===== src/rtl/crp16_mmio_responder.sv =====
// CRP16 port-b MMIO responder: claims a 16-word I/O window and forwards all
// other accesses to RAM, matching the RAM's one-cycle read latency.
module crp16_mmio_responder #(
    parameter logic [15:0] IO_BASE     = 16'hFFF0,
    parameter int          SYNC_STAGES = 2
) (
    input  logic        i_clock,
    input  logic        i_reset,
    input  logic [15:0] i_cpu_address,
    input  logic [15:0] i_cpu_data,
    input  logic        i_cpu_wren,
    output logic [15:0] o_cpu_q,
    output logic [15:0] o_mem_address,
    output logic [15:0] o_mem_data,
    output logic        o_mem_wren,
    input  logic [15:0] i_mem_q,
    input  logic [9:0]  i_sw,
    input  logic [3:0]  i_key,
    output logic [9:0]  o_ledr,
    output logic [15:0] o_hex_value
);

    localparam logic [3:0] OFF_LED     = 4'h0;
    localparam logic [3:0] OFF_HEX     = 4'h1;
    localparam logic [3:0] OFF_SW      = 4'h2;
    localparam logic [3:0] OFF_KEY     = 4'h3;
    localparam logic [3:0] OFF_KEYEDGE = 4'h4;
    localparam logic [3:0] OFF_TCOUNT  = 4'h5;
    localparam logic [3:0] OFF_TPERIOD = 4'h6;
    localparam logic [3:0] OFF_TCTRL   = 4'h7;

    logic        w_io_hit;
    logic [3:0]  w_offset;
    logic        w_io_wr;
    logic        w_wr_led;
    logic        w_wr_hex;
    logic        w_wr_keyedge;
    logic        w_wr_tcount;
    logic        w_wr_tperiod;
    logic        w_wr_tctrl;

    logic [SYNC_STAGES-1:0][9:0] r_sw_sync;
    logic [SYNC_STAGES-1:0][3:0] r_key_sync;
    logic [9:0]  w_sw_s;
    logic [3:0]  w_key_s;
    logic [3:0]  r_key_prev;
    logic [3:0]  w_key_fall;
    logic [3:0]  r_keyedge;

    logic [9:0]  r_led;
    logic [15:0] r_hex;
    logic [15:0] r_tcount;
    logic [15:0] r_tperiod;
    logic        r_en;
    logic        r_auto;
    logic        r_exp;
    logic        w_fire;

    logic [15:0] w_rdata;
    logic        r_io_sel;
    logic [15:0] r_io_rdata;

    assign w_io_hit     = (i_cpu_address[15:4] == IO_BASE[15:4]);
    assign w_offset     = i_cpu_address[3:0];
    assign w_io_wr      = i_cpu_wren & w_io_hit;
    assign w_wr_led     = w_io_wr && (w_offset == OFF_LED);
    assign w_wr_hex     = w_io_wr && (w_offset == OFF_HEX);
    assign w_wr_keyedge = w_io_wr && (w_offset == OFF_KEYEDGE);
    assign w_wr_tcount  = w_io_wr && (w_offset == OFF_TCOUNT);
    assign w_wr_tperiod = w_io_wr && (w_offset == OFF_TPERIOD);
    assign w_wr_tctrl   = w_io_wr && (w_offset == OFF_TCTRL);

    assign o_mem_address = i_cpu_address;
    assign o_mem_data    = i_cpu_data;
    assign o_mem_wren    = i_cpu_wren & ~w_io_hit;

    // Key synchroniser flops reset to 1 so a reset never looks like a press.
    always_ff @(posedge i_clock or posedge i_reset) begin
        if (i_reset) begin
            r_sw_sync  <= '0;
            r_key_sync <= {SYNC_STAGES{4'hF}};
            r_key_prev <= 4'hF;
        end else begin
            r_sw_sync  <= {r_sw_sync[SYNC_STAGES-2:0], i_sw};
            r_key_sync <= {r_key_sync[SYNC_STAGES-2:0], i_key};
            r_key_prev <= w_key_s;
        end
    end

    assign w_sw_s     = r_sw_sync[SYNC_STAGES-1];
    assign w_key_s    = r_key_sync[SYNC_STAGES-1];
    assign w_key_fall = r_key_prev & ~w_key_s;

    // A press edge in the same cycle as its W1C keeps the bit set.
    always_ff @(posedge i_clock or posedge i_reset) begin
        if (i_reset) begin
            r_keyedge <= 4'h0;
        end else begin
            r_keyedge <= (r_keyedge & ~(w_wr_keyedge ? i_cpu_data[3:0] : 4'h0)) | w_key_fall;
        end
    end

    always_ff @(posedge i_clock or posedge i_reset) begin
        if (i_reset) begin
            r_led     <= '0;
            r_hex     <= '0;
            r_tperiod <= '0;
            r_auto    <= 1'b0;
        end else begin
            if (w_wr_led)     r_led     <= i_cpu_data[9:0];
            if (w_wr_hex)     r_hex     <= i_cpu_data;
            if (w_wr_tperiod) r_tperiod <= i_cpu_data;
            if (w_wr_tctrl)   r_auto    <= i_cpu_data[1];
        end
    end

    assign w_fire = r_en && (r_tcount == 16'h0000);

    // CPU writes to TCOUNT/EN override the timer's own update.
    always_ff @(posedge i_clock or posedge i_reset) begin
        if (i_reset) begin
            r_tcount <= '0;
            r_en     <= 1'b0;
            r_exp    <= 1'b0;
        end else begin
            if (w_wr_tcount) begin
                r_tcount <= i_cpu_data;
            end else if (r_en) begin
                if (r_tcount != 16'h0000) begin
                    r_tcount <= r_tcount - 16'd1;
                end else if (r_auto) begin
                    r_tcount <= r_tperiod;
                end
            end

            if (w_wr_tctrl) begin
                r_en <= i_cpu_data[0];
            end else if (w_fire && !r_auto) begin
                r_en <= 1'b0;
            end

            r_exp <= (r_exp & ~(w_wr_tctrl & i_cpu_data[15])) | w_fire;
        end
    end

    always_comb begin
        w_rdata = 16'h0000;
        case (w_offset)
            OFF_LED:     w_rdata = {6'b0, r_led};
            OFF_HEX:     w_rdata = r_hex;
            OFF_SW:      w_rdata = {6'b0, w_sw_s};
            OFF_KEY:     w_rdata = {12'b0, ~w_key_s};
            OFF_KEYEDGE: w_rdata = {12'b0, r_keyedge};
            OFF_TCOUNT:  w_rdata = r_tcount;
            OFF_TPERIOD: w_rdata = r_tperiod;
            OFF_TCTRL:   w_rdata = {r_exp, 13'b0, r_auto, r_en};
            default:     w_rdata = 16'h0000;
        endcase
    end

    always_ff @(posedge i_clock or posedge i_reset) begin
        if (i_reset) begin
            r_io_sel   <= 1'b0;
            r_io_rdata <= '0;
        end else begin
            r_io_sel   <= w_io_hit;
            r_io_rdata <= w_rdata;
        end
    end

    assign o_cpu_q     = r_io_sel ? r_io_rdata : i_mem_q;
    assign o_ledr      = r_led;
    assign o_hex_value = r_hex;

endmodule


===== config.mk =====
export PLATFORM = sky130hd
export DESIGN_NAME = crp16_mmio_responder
export DESIGN_NICKNAME = d
export VERILOG_FILES = /design/src/rtl/crp16_mmio_responder.sv
export SDC_FILE = /design/constraint.sdc
export NUM_CORES = 1
export LEC_CHECK = 0
export BUFFER_PORTS_ARGS = -buffer_cell sky130_fd_sc_hd__buf_2
export CAP_MARGIN = 10
export CORE_UTILIZATION = 49
export CTS_BUF_LIST = sky130_fd_sc_hd__clkbuf_8
export DETAILED_ROUTE_END_ITERATION = 6
export HOLD_SLACK_MARGIN = 0.08
export PLACE_DENSITY = 0.84
export RECOVER_POWER = 100
export REMOVE_ABC_BUFFERS = 1
export SYNTH_ARGS = -nofsm -noshare
export SYNTH_HDL_FRONTEND = slang
export SYNTH_SLANG_ARGS = --single-unit
export TNS_END_PERCENT = 50

===== constraint.sdc =====
create_clock -name i_clock -period 3.6 [get_ports i_clock]
set_clock_uncertainty 0.2 [all_clocks]
set_input_delay 0.18 -clock i_clock [delete_from_list [all_inputs] [get_ports i_clock]]
set_output_delay 0.18 -clock i_clock [all_outputs]
set_load 0.1 [all_outputs]

[Word level (Yosys, flattened, before mapping)]
Cells that the tools add are included.
Word-level totals
  flip-flop bits (word level): 114
  input port bits: 65
  logic and storage cells: 61
Operators by class
  $add $sub $neg: 1
  eq/ne operators: 8
  muxes and demuxes: 9
  bitwise gates (word level): 12
  reduce and logical (&&, ||, !) cells: 16
Operators with widths (number)
  one-hot mux 16 bit (8 select lines): 1
  2-to-1 mux 16 bit: 5
  == test 4 x 3 -> 1 bit (second input constant): 4
  logical NOT 16 bit: 1
  nonzero test 16 bit: 1
  subtractor 16 x 1 -> 16 bit (second input constant): 1
  == test 12 bit (second input constant): 1
  AND 4 bit: 2
  == test 4 x 2 -> 1 bit (second input constant): 2
  logical AND 1 bit: 8
  NOT 4 bit: 2
  AND 1 bit: 4
  == test 4 x 1 -> 1 bit (second input constant): 1
  logical NOT 4 bit: 1
  2-to-1 mux 4 bit: 1
  bitwise OR 4 bit: 1
  nonzero test 2 bit: 2
  nonzero test 3 bit: 1
  2-to-1 mux 1 bit: 2
  NOT 1 bit: 2
  AND reduction 2 bit: 1
  logical NOT 1 bit: 1
  bitwise OR 1 bit: 1

[Logic depth before layout (Yosys ltp)]
Gate-level depths: netlist of run 1.
  depth in word-level cells: 7
  mapped depth: 9
  mapped depth without buffers: 8

[Worst setup path before layout of run 1]
Ideal clock, no wire load.
  kind: register -> register
  start: register r_tcount[0]
  end: register r_tcount[13]
  setup time: 143 ps
  arrival: 1865 ps
  required time: 3257 ps
  setup slack: 1392 ps
  stages on the path, launching flop included: 10
  path buffers: 1
  clock period less this slack: 2208 ps
  cell sequence: dfrtp_1 > inv_1 > ha_1 > nor4b_1 > nand4_1 > o21ai_2 > buf_6 > nand2_1 > o22ai_1 > a31oi_1
Between the ends
  word-level cells in the longest chain between the ends: 4
  elaborated cells on any way between the ends: 7
  classes of those cells: add/sub (1); mux (3); reduce/logical (3)
Ends and longest elaborated chain
  start: declaration: RTL line 52  | logic [15:0] r_tcount;
  start signal: assignment: RTL line 127  | r_tcount <= i_cpu_data;
  start signal: assignment: RTL line 130  | r_tcount <= r_tcount - 16'd1;
  start signal: assignment: RTL line 132  | r_tcount <= r_tperiod;
  subtractor 16 x 1 -> 16 bit or nonzero test 16 bit (tied branches): RTL line 130, 129
  2-to-1 mux 16 bit: RTL line 129  | if (r_tcount != 16'h0000) begin
  2-to-1 mux 16 bit: RTL line 128  | end else if (r_en) begin
  2-to-1 mux 16 bit: RTL line 126  | if (w_wr_tcount) begin
Several ways; a longest one is shown, not always the timed one. The select of a mux whose other input is x is not followed.
A chain may end at the register's enable or synchronous reset.

[Final worst setup path of run 1]
  start: input port i_cpu_address[3]
  end: register r_hex[4] (netlist: o_hex_value[4])
Between the ends
  word-level cells in the longest chain between the ends: 2
Ends and longest elaborated chain
  start: declaration: RTL line 9  | input logic [15:0] i_cpu_address,
  == test 4 x 1 -> 1 bit: RTL line 67  | assign w_wr_hex = w_io_wr && (w_offset == OFF_HEX);
  logical AND 1 bit: RTL line 67
  end signal: assignment: RTL line 111  | if (w_wr_hex) r_hex <= i_cpu_data;
  end: declaration: RTL line 51  | logic [15:0] r_hex;
No other way between the ends.

==> impl_metrics.ini, run 1 <==
[finish]
final_common_cell = dfrtp_1
design_area_mm2 = 0.00672
area_growth_pct = 24.1
num_antenna_cells = 0
mostFrequentLayoutCells = dfrtp_1, clkbuf_1, buf_2
final_cells = 781
drive_above_1_share_pct = 28.4
fin_nets = 695

[setup_path]
cp_max_fo = 16
path_class = primary input to flip-flop
arrival_ps = 3200
rrSetupSlack_ps = 730
cp-end-kind = flip-flop
worstPathRequired_ps = 3710
startpoint = i_cpu_address[3]
start_kind = primary input
regToRegStartpoint = r_tcount[0]$_DFFE_PP0P_

[clocking]
clock-sinks = 114
htree_levels = 4
cts_root_buf = clkbuf_8
cts_resized = 0
clkLatencyLatePin_ps = 430
clk_pin_slew_ps = 70
max-clock-path-buffers = 2
cts_tree = done
numCtsBuffers = 17

[detailed_routing]
route.antenna.remaining_nets = 0
wl_per_cell_um = 18.0
drc_errors = 0
finalWirelength_mm = 14.0
first_pass_iters = 7
drt_iter0_drc = 311
vias = 4452
via_per_inst = 5.70

[logic_synthesis]
synth_edf_count = 0
synthArstFlopShare_pct = 100
yosys_warnings = 0
syn_area_per_cell_um2 = 11.4
ys_ff_latch = 114
ys_seq_area_share_pct = 53.0
synthCells = 477
synth_cell_types = 57
synthFlopType = dfrtp_1
netlist_area_mm2 = 0.00542

[pwr]
max-vdd-ir-drop_mv = 0.286
p_per_area_mw_per_mm2 = 487
power.leakage_nw = 3.00

[timing]
finalSetupViolations = 0
relSlewSlack_pct = -66.8
timing.hold.ws_ps = 110
tightest_slew_ps = 2500
fmax_mhz = 324
rsz0062_at_grt = no
period_share_pct = 85.8
fin_crit_ps = 3090
timing_hold_violations_final = 0
setup_tns_ps = 0
drv_slew = 70

[floorplan]
rows = 38
dieWidth_um = 107
core_mm2 = 0.0108
die_area_mm2 = 0.0115
pin_count = 140
die_h_um = 107
start_util_pct = 50.2

[outcome]
status = complete, but fails checks
violations = capacitance limit, slew limit

[global_route]
antenna_found_initial = 0
grt_pass1_wl_mm = 22.5
grt.overflow.total = 0
grt_use_total_pct = 26.0
grt_pass1_vias = 4419
grt_max_degree = 70

[place]
dp.cells = 708
placed_area_mm2 = 0.00599
place.port_buffers = 139
dp_hpwl_mm = 8.92
place_congestion = 0.862

[min_path]
min_from = i_cpu_address[11]
hp-class = primary input to flip-flop

[run]
drv_cap = 1
[stage by stage]
step | power, mW | util, % | setup WS, ps
finish | 3.27 | 62.3 | 509
detailed placement | 1.98 | 55.5 | 798
CTS | 3.30 | 63.4 | 782
floorplan | 1.69 | - | 224
global route | 3.40 | 62.3 | 304
global placement | 1.97 | 55.5 | 888
[path summary, 6_finish.rpt]
path / endpoint / depth (start not counted)
max in group asynchronous: r_tperiod[12]$_DFFE_PP0P_ / 3
max reg2reg: r_tcount[5]$_DFFE_PP0P_ / 8
max: o_hex_value[4]$_DFFE_PP0P_ / 6
min: r_tcount[13]$_DFFE_PP0P_ / 5
min in group asynchronous: o_hex_value[2]$_DFFE_PP0P_ / 3
min reg2reg: w_sw_s[7]$_DFF_PP0_ / 0
[registers in the layout (all words and copies together) (netlist names), 4 cells and up]
signal       cells
r_keyedge        4
r_sw_sync       10
r_tperiod       16
w_key_s          4
r_io_rdata      16
w_sw_s          10
o_ledr          10
r_tcount        16
o_hex_value     16
r_key_prev       4
r_key_sync       4
[layer usage]
metal	routed length [um]	global-route usage, %
met1	5680	31.9
met2	7110	45.3
met4	206	7.63
met5	0	0
met3	1030	6.32
[synth_stat cells (4+ instances only)]
master    number  area (um2)
dfrtp_1      102        2550
mux2_2        60         676
nand2_1       51         191
buf_4         33         248
a22oi_1       24         180
nor2_1        22        82.6
nor3_1        13        65.1
a21oi_1       12        60.1
dfstp_2       12         315
inv_1         12        45.0
buf_2         11        55.1
clkbuf_1      10        37.5
o21ai_0       10        50.1
o21ai_1       10        50.1
nand3_1        8        40.0
nand4_1        7        43.8
a22o_1         5        43.8
mux4_2         4        90.1
nand2b_1       4        25.0
o21a_1         4        30.0
xor2_1         4        35.0
[kinds of logic (layout without fill, tap and decap cells)]
family	count (synthesis)	count (layout)	synth area share (%)
adder cells (fa/ha/maj)	2	2	0.462
buffers and inverters	68	232	7.39
AO/OA/AOI/OAI	88	88	11.1
flip-flops	114	114	53.0
AND/OR/NAND/NOR	132	132	12.4
multiplexers	67	67	14.7
XOR/XNOR	6	6	0.970
[worst max-delay path, cell delays in order]
cell and delay (ps):
dlygate4sd3_1 560, clkbuf_1 280, nor3_1 250, clkbuf_1 660
nand2_1 760, mux2_2 500
[layout make-up]
cell class	instances	area, um2
Clock buffer	19	262
Timing Repair Buffer	188	1060
Fill cell	883	4070
Multi-Input combinational cell	295	2140
Inverter	12	45.0
Tap cell	140	175
Clock inverter	13	173
Sequential cell	114	2870
[report_power, final]
part | internal (mW) | total (mW) | switching, mW
logic | 0.163 | 0.548 | 0.385
clock network | 0.733 | 1.30 | 0.564
registers | 1.35 | 1.43 | 0.0790
[what timing repair did]
action                                 4_1_cts  5_1_grt
endpoints found under the hold margin      146        0
hold buffers                                41        0
setup buffers                                0        0
Note: power is estimated with default switching activity, not from simulation.
==> inputs of run 2 (changes only) <==
==> constraint.sdc (replaced) <==
create_clock -name i_clock -period 3.6 [get_ports i_clock]
set_clock_uncertainty 0.2 [all_clocks]
set_input_delay 0.9 -clock i_clock [delete_from_list [all_inputs] [get_ports i_clock]]
set_output_delay 0.9 -clock i_clock [all_outputs]
set_load 0.1 [all_outputs]
==> impl_metrics.ini, run 2 (same netlist as run 1, synthesis figures left out) <==
[outcome]
status = complete, but fails checks
violations = DRC, capacitance limit, slew limit

[detailed_routing]
via_per_inst = 5.72
drc_errors = 8
vias = 4253
drt_iter0_drc = 278
first_pass_iters = 7
wl_per_cell_um = 18.0
route.antenna.remaining_nets = 0
finalWirelength_mm = 13.3

[setup_path]
path_class = primary input to primary output
start_kind = primary input
critPathMaxStageDelay_ps = 710
cp_max_fo = 19
arrival_ps = 2210
reg2reg_depth = 8
rrSetupSlack_ps = 540
cp-end-kind = primary output
worst-path-buf-inv = 2
cp_slowest_cell = clkbuf_1
worstPathRequired_ps = 2500
cp.depth = 2
crit_end = o_mem_address[0]
critPathTopFamily = buffers and inverters
startpoint = i_cpu_address[0]
timing.rr.end = r_tcount[5]$_DFFE_PP0P_
regToRegStartpoint = r_tcount[0]$_DFFE_PP0P_
cp_cell_sequence = clkbuf_1, clkbuf_2

[clocking]
cts_tree = done
clock-sinks = 114
max-clock-path-buffers = 2
cts_root_buf = clkbuf_8
holdBufCountCts = 0
htree_levels = 4
clkLatencyLatePin_ps = 430
numCtsBuffers = 17
cts_resized = 0
clk_pin_slew_ps = 70
cts_setup_buffers = 0

[global_route]
grt_max_degree = 69
grt_pass1_wl_mm = 21.5
grt_pass1_vias = 4253
antenna_found_initial = 0
grt.overflow.total = 0
grt_use_total_pct = 24.8

[timing]
drv_slew = 48
timing_hold_violations_final = 0
rsz0062_at_grt = no
tightest_slew_ps = 2020
fmax_mhz = 302
period_share_pct = 92.0
relSlewSlack_pct = -35.3
fin_crit_ps = 3310
finalSetupViolations = 0
setup_tns_ps = 0

[floorplan]
core_mm2 = 0.0108
die_area_mm2 = 0.0115
rows = 38
start_util_pct = 50.2
die_h_um = 107
pin_count = 140
dieWidth_um = 107

[finish]
num_antenna_cells = 0
fin_nets = 657
final_common_cell = dfrtp_1
area_growth_pct = 15.2
final_cells = 743
drive_above_1_share_pct = 33.8
mostFrequentLayoutCells = dfrtp_1, buf_2, clkbuf_1

[pwr]
p_per_area_mw_per_mm2 = 474
max-vdd-ir-drop_mv = 0.239
power.leakage_nw = 2.85
power_mw = 2.96

[place]
place_congestion = 0.869
dp_hpwl_mm = 9.00
dp.cells = 711
place.port_buffers = 139

[run]
drv_cap = 1

[min_path]
hp-class = flip-flop to flip-flop
[run 2: changes by cell type in the layout (fill, tap and decap cells not counted), sizes merged]
cell | before | now
dlygate4sd3 | 41 | 0
clkinv | 1 | 7
inv | 17 | 13
bufinv | 3 | 0
clkinvlp | 4 | 7
buf | 66 | 67
[run 2: where the power goes]
group / leakage, nW / internal (mW) / switching [mW]
logic: 1.27 / 0.137 / 0.383
clock network: 0.161 / 0.465 / 0.540
registers: 1.42 / 1.35 / 0.0803
[run 2: how the worst min path moves through the flow]
stage                     slack [ps]             endpoint                    from  cells after the start
after global placement           130  w_sw_s[6]$_DFF_PP0_  r_sw_sync[6]$_DFF_PP0_                      0
final                            150  w_sw_s[8]$_DFF_PP0_  r_sw_sync[8]$_DFF_PP0_                      0
after CTS                        150  w_sw_s[3]$_DFF_PP0_  r_sw_sync[3]$_DFF_PP0_                      0
after detailed placement         140  w_sw_s[3]$_DFF_PP0_  r_sw_sync[3]$_DFF_PP0_                      0
after global routing             150  w_sw_s[1]$_DFF_PP0_  r_sw_sync[1]$_DFF_PP0_                      0
after floorplan                  130  w_sw_s[0]$_DFF_PP0_  r_sw_sync[0]$_DFF_PP0_                      0
[run 2: through the flow]
| stage | hold slack [ps] | cell area (um2) | worst slack [ps] | utilization [%] |
|---|---|---|---|---|
| after floorplan | 131 | 5060 | -496 | - |
| after global placement | 132 | 6030 | 675 | 55.9 |
| after detailed placement | 136 | 6030 | 571 | 55.9 |
| after CTS | 151 | 6360 | 570 | 58.9 |
| after global routing | 155 | 6240 | 195 | 57.8 |
| final | 147 | 6240 | 290 | 57.8 |
[run 2: metal layers]
metal / up-vias / GRT usage, % / wire length, um
li1: 1911 / - / -
met1: 2146 / 31.0 / 5490
met2: 187 / 41.5 / 6680
met3: 9 / 6.81 / 1070
met4: 0 / 8.32 / 108
met5: - / 0 / 0
[run 2: final cells by class]
cell class	count	area [um2]
clock buffer	17	234
clock inverter	15	96.3
fill	933	4550
inverter	12	46.3
multi-input combinational	295	2140
sequential	114	2870
tap	140	175
timing repair buffer	150	686
==> inputs of run 3 (changes only) <==
--- a/config.mk
+++ b/config.mk
@@ -10,10 +10,9 @@
 export CORE_UTILIZATION = 49
 export CTS_BUF_LIST = sky130_fd_sc_hd__clkbuf_8
 export DETAILED_ROUTE_END_ITERATION = 6
-export HOLD_SLACK_MARGIN = 0.08
-export PLACE_DENSITY = 0.84
+export HOLD_SLACK_MARGIN = 0.15
+export PLACE_DENSITY = 0.81
 export RECOVER_POWER = 100
-export REMOVE_ABC_BUFFERS = 1
 export SYNTH_ARGS = -nofsm -noshare
 export SYNTH_HDL_FRONTEND = slang
 export SYNTH_SLANG_ARGS = --single-unit
==> constraint.sdc (replaced) <==
create_clock -name i_clock -period 4.1 [get_ports i_clock]
set_clock_uncertainty 0.2 [all_clocks]
set_input_delay 1.025 -clock i_clock [delete_from_list [all_inputs] [get_ports i_clock]]
set_output_delay 1.025 -clock i_clock [all_outputs]
set_load 0.1 [all_outputs]
==> impl_metrics.ini, run 3 (same netlist as run 1, synthesis figures left out) <==
[finish]
final_common_cell = dfrtp_1
num_antenna_cells = 0
area_growth_pct = 15.8
fin_nets = 654
mostFrequentLayoutCells = dfrtp_1, buf_2, clkbuf_1
drive_above_1_share_pct = 33.3

[floorplan]
pin_count = 140
rows = 38
dieWidth_um = 107
core_mm2 = 0.0108
start_util_pct = 50.2
die_area_mm2 = 0.0115
die_h_um = 107

[setup_path]
path_class = primary input to primary output
cp_max_fo = 4
critPathMaxStageDelay_ps = 880
startpoint = i_cpu_address[10]
critPathTopFamily = buffers and inverters
worstPathRequired_ps = 2870
start_kind = primary input
cp_slowest_cell = clkbuf_1
rrSetupSlack_ps = 980
regToRegStartpoint = r_tcount[0]$_DFFE_PP0P_
cp_cell_sequence = buf_2, nand4_1, nor3_1, nor2_1, clkbuf_1
cp-end-kind = primary output
worst-path-buf-inv = 2
arrival_ps = 2360

[detailed_routing]
finalWirelength_mm = 12.7
drc_errors = 2
wl_per_cell_um = 17.2
drt_iter0_drc = 313
via_per_inst = 5.64
first_pass_iters = 7
vias = 4177
route.antenna.remaining_nets = 0

[timing]
setup_tns_ps = 0
drv_slew = 46
tightest_slew_ps = 1900
period_share_pct = 87.3
rsz0062_at_grt = no
fin_ws_ps = 520
finalSetupViolations = 0
fmax_mhz = 279
timing.hold.ws_ps = 146
timing_hold_violations_final = 0
relSlewSlack_pct = -27.5
fin_crit_ps = 3580

[clocking]
clkLatencyLatePin_ps = 430
numCtsBuffers = 17
cts_root_buf = clkbuf_8
cts_setup_buffers = 0
max-clock-path-buffers = 2
cts_resized = 0
clk_pin_slew_ps = 70
htree_levels = 4
cts_tree = done
clock-sinks = 114
holdBufCountCts = 0

[global_route]
grt_pass1_vias = 4168
antenna_found_initial = 0
grt.overflow.total = 0
grt_use_total_pct = 23.8
grt_max_degree = 49
grt_pass1_wl_mm = 20.7

[min_path]
min_from = r_sw_sync[2]$_DFF_PP0_
hp-class = flip-flop to flip-flop

[pwr]
p_per_area_mw_per_mm2 = 430
power.leakage_nw = 2.85
max-vdd-ir-drop_mv = 0.273
power_mw = 2.70

[place]
dp_slack_ps = 791
place.port_buffers = 139
place_congestion = 0.874
dp_hpwl_mm = 8.66

[outcome]
status = complete, but fails checks
violations = DRC, capacitance limit, slew limit

[logic_synthesis]
synth_nets = 544

[run]
drv_cap = 1
[run 3: final timing paths]
path	endpoint	depth (start not counted)
worst max-delay path	o_mem_wren	5
worst min-delay path	w_sw_s[2]$_DFF_PP0_	0
worst max register to register	r_tcount[3]$_DFFE_PP0P_	9
worst min register to register	w_sw_s[2]$_DFF_PP0_	0
max in group asynchronous	r_tperiod[1]$_DFFE_PP0P_	3
min in group asynchronous	r_sw_sync[3]$_DFF_PP0_	2
[run 3: routing by layer]
layer | track usage, % | part of all wire (%) | vias up
met3 | 5.65 | 6.3 | 25
met1 | 31.3 | 43 | 2060
li1 | - | - | 1904
met4 | 9.59 | 1.5 | 0
met5 | 0 | 0 | -
met2 | 38.1 | 49 | 188
[run 3: area by class of cell]
class,count,area (um2)
clock buffers,20,275
flip-flops and latches,114,2870
fillers,916,4520
clock inverters,12,106
inverters,12,46.3
multi-input cells,295,2140
well taps,140,175
repair buffers,147,663
[run 3: through the flow]
step	cells	utilization, %	area [um2]
2_1_floorplan	477	-	5420
3_3_place_gp	708	55.7	6010
3_5_place_dp	708	55.7	6010
4_1_cts	740	59.2	6390
5_1_grt	740	58.1	6270
6_report	740	58.1	6270
[run 3: power by group]
group          internal, mW  switching [mW]
registers              1.19          0.0719
logic                 0.120           0.330
clock network         0.526           0.464
